--- src/rtl/alu_share_arbiter.sv ---
// Two-requester front end for a single shared ALU: round-robin grant, three-state
// accept/execute/respond sequencing and saturating per-requester completion counters.
module alu_share_arbiter #(
    parameter int CNT_W     = 16,
    parameter bit PRIO_INIT = 1'b0
) (
    input  logic             clk,
    input  logic             reset_n,
    input  logic             req_valid_0,
    input  logic [5:0]       req_func_0,
    input  logic [31:0]      req_a_0,
    input  logic [31:0]      req_b_0,
    output logic             req_ready_0,
    input  logic             req_valid_1,
    input  logic [5:0]       req_func_1,
    input  logic [31:0]      req_a_1,
    input  logic [31:0]      req_b_1,
    output logic             req_ready_1,
    output logic             rsp_valid_0,
    output logic [31:0]      rsp_data_0,
    input  logic             rsp_ready_0,
    output logic             rsp_valid_1,
    output logic [31:0]      rsp_data_1,
    input  logic             rsp_ready_1,
    output logic             busy,
    output logic [CNT_W-1:0] op_count_0,
    output logic [CNT_W-1:0] op_count_1
);

    localparam logic [1:0] IDLE = 2'd0;
    localparam logic [1:0] EXEC = 2'd1;
    localparam logic [1:0] RESP = 2'd2;

    logic [1:0]       state_q, state_d;
    logic             prio_q, prio_d;
    logic             owner_q, owner_d;
    logic [5:0]       func_q, func_d;
    logic [31:0]      a_q, a_d, b_q, b_d, res_q, res_d;
    logic [CNT_W-1:0] cnt0_q, cnt0_d, cnt1_q, cnt1_d;
    logic [31:0]      alu_res;
    logic             idle, grant, accept, done;

    assign idle   = (state_q == IDLE);
    // Contention goes to the pointer; otherwise whichever side is valid.
    assign grant  = (req_valid_0 && req_valid_1) ? prio_q : req_valid_1;
    assign accept = idle && (req_valid_0 || req_valid_1);
    assign done   = (state_q == RESP) && (owner_q ? rsp_ready_1 : rsp_ready_0);

    assign req_ready_0 = reset_n && idle && req_valid_0 && !grant;
    assign req_ready_1 = reset_n && idle && req_valid_1 && grant;
    assign rsp_valid_0 = (state_q == RESP) && !owner_q;
    assign rsp_valid_1 = (state_q == RESP) && owner_q;
    assign rsp_data_0  = rsp_valid_0 ? res_q : 32'd0;
    assign rsp_data_1  = rsp_valid_1 ? res_q : 32'd0;
    assign busy        = !idle;
    assign op_count_0  = cnt0_q;
    assign op_count_1  = cnt1_q;

    // Shift amounts use the full 32-bit operand, so B >= 32 yields zero.
    always_comb begin
        alu_res = 32'd0;
        case (func_q)
            6'b100000, 6'b100001: alu_res = a_q + b_q;
            6'b100010:            alu_res = a_q - b_q;
            6'b100100:            alu_res = a_q & b_q;
            6'b100101:            alu_res = a_q | b_q;
            6'b000000:            alu_res = a_q << b_q;
            6'b000010, 6'b000011: alu_res = a_q >> b_q;
            6'b101011:            alu_res = {31'd0, a_q < b_q};
            default:              alu_res = 32'd0;
        endcase
    end

    always_comb begin
        state_d = state_q;
        prio_d  = prio_q;
        owner_d = owner_q;
        func_d  = func_q;
        a_d     = a_q;
        b_d     = b_q;
        res_d   = res_q;
        cnt0_d  = cnt0_q;
        cnt1_d  = cnt1_q;
        case (state_q)
            IDLE: if (accept) begin
                state_d = EXEC;
                owner_d = grant;
                func_d  = grant ? req_func_1 : req_func_0;
                a_d     = grant ? req_a_1 : req_a_0;
                b_d     = grant ? req_b_1 : req_b_0;
            end
            EXEC: begin
                state_d = RESP;
                res_d   = alu_res;
            end
            RESP: if (done) begin
                state_d = IDLE;
                prio_d  = !owner_q;
                if (!owner_q && !(&cnt0_q)) cnt0_d = cnt0_q + 1'b1;
                if (owner_q && !(&cnt1_q))  cnt1_d = cnt1_q + 1'b1;
            end
            default: state_d = IDLE;
        endcase
    end

    always_ff @(posedge clk or negedge reset_n) begin
        if (!reset_n) begin
            state_q <= IDLE;
            prio_q  <= PRIO_INIT;
            owner_q <= 1'b0;
            func_q  <= 6'd0;
            a_q     <= 32'd0;
            b_q     <= 32'd0;
            res_q   <= 32'd0;
            cnt0_q  <= '0;
            cnt1_q  <= '0;
        end else begin
            state_q <= state_d;
            prio_q  <= prio_d;
            owner_q <= owner_d;
            func_q  <= func_d;
            a_q     <= a_d;
            b_q     <= b_d;
            res_q   <= res_d;
            cnt0_q  <= cnt0_d;
            cnt1_q  <= cnt1_d;
        end
    end

endmodule

--- config.mk ---
export PLATFORM = sky130hd
export DESIGN_NAME = alu_share_arbiter
export DESIGN_NICKNAME = d
export VERILOG_FILES = /design/src/rtl/alu_share_arbiter.sv
export SDC_FILE = /design/constraint.sdc
export NUM_CORES = 1
export LEC_CHECK = 0
export ABC_CLOCK_PERIOD_IN_PS = 5280
export CAP_MARGIN = 20
export CORE_UTILIZATION = 41
export CTS_CLUSTER_DIAMETER = 40
export CTS_CLUSTER_SIZE = 10
export DETAILED_ROUTE_END_ITERATION = 6
export GPL_ROUTABILITY_DRIVEN = 0
export REMOVE_ABC_BUFFERS = 1
export SLEW_MARGIN = 20
export SYNTH_ARGS = -nofsm -noshare
export SYNTH_HDL_FRONTEND = slang
export SYNTH_SLANG_ARGS = --single-unit
--- constraint.sdc ---
create_clock -name clk -period 5.28 [get_ports clk]
set_input_delay 1.056 -clock clk [delete_from_list [all_inputs] [get_ports clk]]
set_output_delay 1.056 -clock clk [all_outputs]
set_load 0.01 [all_outputs]
==> results.toml <==
[status]
status = "finished, violations left"
violations = "DRC"

[synthesis]
synth_commonest_cells = "a21oi_1 (201), nor2_1 (193), dfrtp_1 (138), nand2_1 (138), mux2i_1 (135)"
yosysSeqAreaShare_pct = 22.30
ys_ff_latch = 138
avgSynthCellArea_sq_um = 8.040
ys_warn_count = 0
synth_top_cell_by_area = "dfrtp_1"
synth_cells = 1926
synth-edff-count = 0
yosysMostFrequentCell = "a21oi_1"
async_flop_share_pct = 100.0
synth_top_area_share_pct = 22.30
synth_area_sq_um = 15480
ys.flop_type = "dfrtp_1"
ys_top_cells_by_area = "dfrtp_1 (22%), ha_1 (8.9%), mux2i_1 (8.7%), mux4_2 (7.1%), a21oi_1 (6.5%)"
yosys.cell_types.count = 83

[floorplanning]
top_level_ports = 247
core_area_sq_um = 36870
initial_core_util_pct = 42.00
dieHeight_um = 196.3
die_w_um = 196.3
die_area_sq_um = 38550
fp-row-count = 70

[clock_network]
root_buffer = "clkbuf_16"
clk_pin_slew_worst_paths_ns = 0.06
cts_buffers = 17
clockBufferDepth = 2
htree_levels = 4
numClockSinks = 138
postCtsHoldBufs = 0
insertion_delay_ns = 0.47
cts_tree = "done"
ctsResizeCount = 0
postCtsSetupRepairBufs = 0

[place]
pre_cts_slack_ns = 1.302
io_buffers = 246
placed_area_sq_um = 18400
post-dp-hpwl_um = 43850
place_inst = 2567

[timing]
period_needed_ns = 3.986
setup_viol = 0
hold_viol_final = 0
fin_ws_ns = 1.294
rsz0062_at_grt = "no"
finalMaxSlewViolations = 0
finalCritPeriodShare_pct = 75.49
relSlewSlack_pct = 30.06
fmax_ghz = 0.2509
fin_skew_ns = 0.01690
setup_tns_ns = 0
tightestPinTransition_ns = 1.048

[critical_path]
ff2ff_path_depth = 11
regToRegStartpoint = "b_q[0]"
cp-end-kind = "output port"
crit_path_max_fanout = 21
worst-setup-path-type = "primary input to output port"
crit_required_ns = 4.22
r2r_end = "res_q[0]"
reg2reg_setup_slack_ns = 1.31
worst_ep_arrival_time_ns = 2.93
cp-start-kind = "primary input"

[cells_and_area]
n_fill_cell = 3547
antenna_cells = 0
syn_to_final_growth_pct = 22.85
fin_area_sq_um = 19020
stdcell_count = 2600
fin_nets = 2341
fin_util_pct = 51.59
drive_gt1_share_pct = 8.874

[hold_path]
hp-start = "res_q[14]"
holdPathStages = 2
min_delay_worst_endpoint = "res_q[14]"
hp-class = "flop to flop"

[global_route]
grt_max_degree = 68
grt_first_pass_wirelength_um = 90380
gr-total-overflow = 0
grt_pass1_vias = 15177
antenna_found_initial = 0
track_usage_pct = 30.38

[route]
routed-via-count = 16151
ant_nets = 0
totalWireLength_um = 58840
drc = 2
vias_per_cell = 6.212
drt_pass1_iterations = 7
wl_per_cell_um = 22.63
drtIter0Drc = 2145

[pwr]
peakVddDrop_mv = 0.2968
pwr_density_cell_nw_per_um2 = 646.6
leakage_nw = 8.201

[job]
maxCapViolCount = 0
-- metal layers --
metal | global-route usage [%] | wire length [um] | share of wire (%) | vias to the layer above
li1 | - | - | - | 7418
met2 | 45.80 | 25830 | 44 | 916
met1 | 41.91 | 24690 | 42 | 7691
met5 | 0.8940 | 45 | 0.076 | -
met3 | 7.529 | 6452 | 11 | 124
met4 | 10.94 | 1817 | 3.1 | 2
-- where the power goes --
group	internal, mW	switching [mW]	leakage, nW	total, mW
clock	0.719	0.555	0.290	1.27
combinational	3.40	5.39	6.24	8.79
sequential	1.44	0.792	1.67	2.24
total	5.56	6.74	8.20	12.3
-- through the flow --
stage / hold slack (ns) / power [mW]
after CTS: 0.4948 / 12.04
after detailed placement: 0.4852 / 10.71
final: 0.4962 / 12.30
after global placement: 0.4752 / 10.60
after floorplan: 0.4562 / 8.066
after global routing: 0.5170 / 13.12
-- flip-flops by register name, summed over array words and instances, names as in the netlist --
signal      cells
a_q            32
b_q            32
res_q          32
op_count_0     16
op_count_1     16
func_q          6
state_q         2
owner_q         1
prio_q          1
-- how the worst max path moves through the flow --
stage,slack (ns),endpoint,from,cells past startpoint
global route,1.07,res_q[19],a_q[7],11
detailed placement,1.30,req_ready_0,req_valid_0,6
floorplan,-4.65,req_ready_1,req_valid_0,3
finish,1.29,req_ready_0,req_valid_0,6
CTS,1.30,req_ready_0,req_valid_0,6
global placement,1.31,req_ready_0,req_valid_0,6
-- cells by family (layout without fill, tap and decap cells) --
logic type	count (synthesis)	count (layout)	share of synthesized area (%)
AND/OR/NAND/NOR	592	592	18.24
AO/OA/AOI/OAI	581	581	24.41
flip-flops	138	138	22.30
adder cells (fa/ha/maj)	112	112	9.147
buffers and inverters	268	438	6.892
XOR/XNOR	34	34	1.923
multiplexers	201	201	17.09
-- layout make-up --
| cell class | count | area, sq um | area share [%] |
|---|---|---|---|
| clock inverters | 13 | 155.1 | 0.8156 |
| flip-flops and latches | 138 | 3461 | 18.19 |
| repair buffers | 304 | 2924 | 15.37 |
| well taps | 504 | 630.6 | 3.315 |
| multi-input cells | 1520 | 11030 | 57.97 |
| clock buffers | 19 | 442.9 | 2.328 |
| inverters | 102 | 382.9 | 2.013 |
-- placed cells by master, fill, tap and decap left out, types with 20 or more instances in the layout --
master and instances:
clkdlybuf4s50_1 245, a21oi_1 201, nor2_1 192, nand2_1 138, mux2i_1 135, dfrtp_1 134, ha_1 110, o21ai_0 108
inv_1 97, and3_1 83, buf_4 56, mux4_2 49, nor3_1 47, a211oi_1 31, nand3_1 30, a31oi_1 26
xnor2_1 25, a221oi_1 21, nor4_1 20, o31ai_1 20
-- worst max-delay path: stages --
cell and delay (ns):
clkdlybuf4s50_1 0.48, inv_1 0.08, o21ai_4 0.13, buf_4 0.35, nor3b_1 0.25, clkdlybuf4s50_1 0.57
Power figures use the tool's default switching activity.
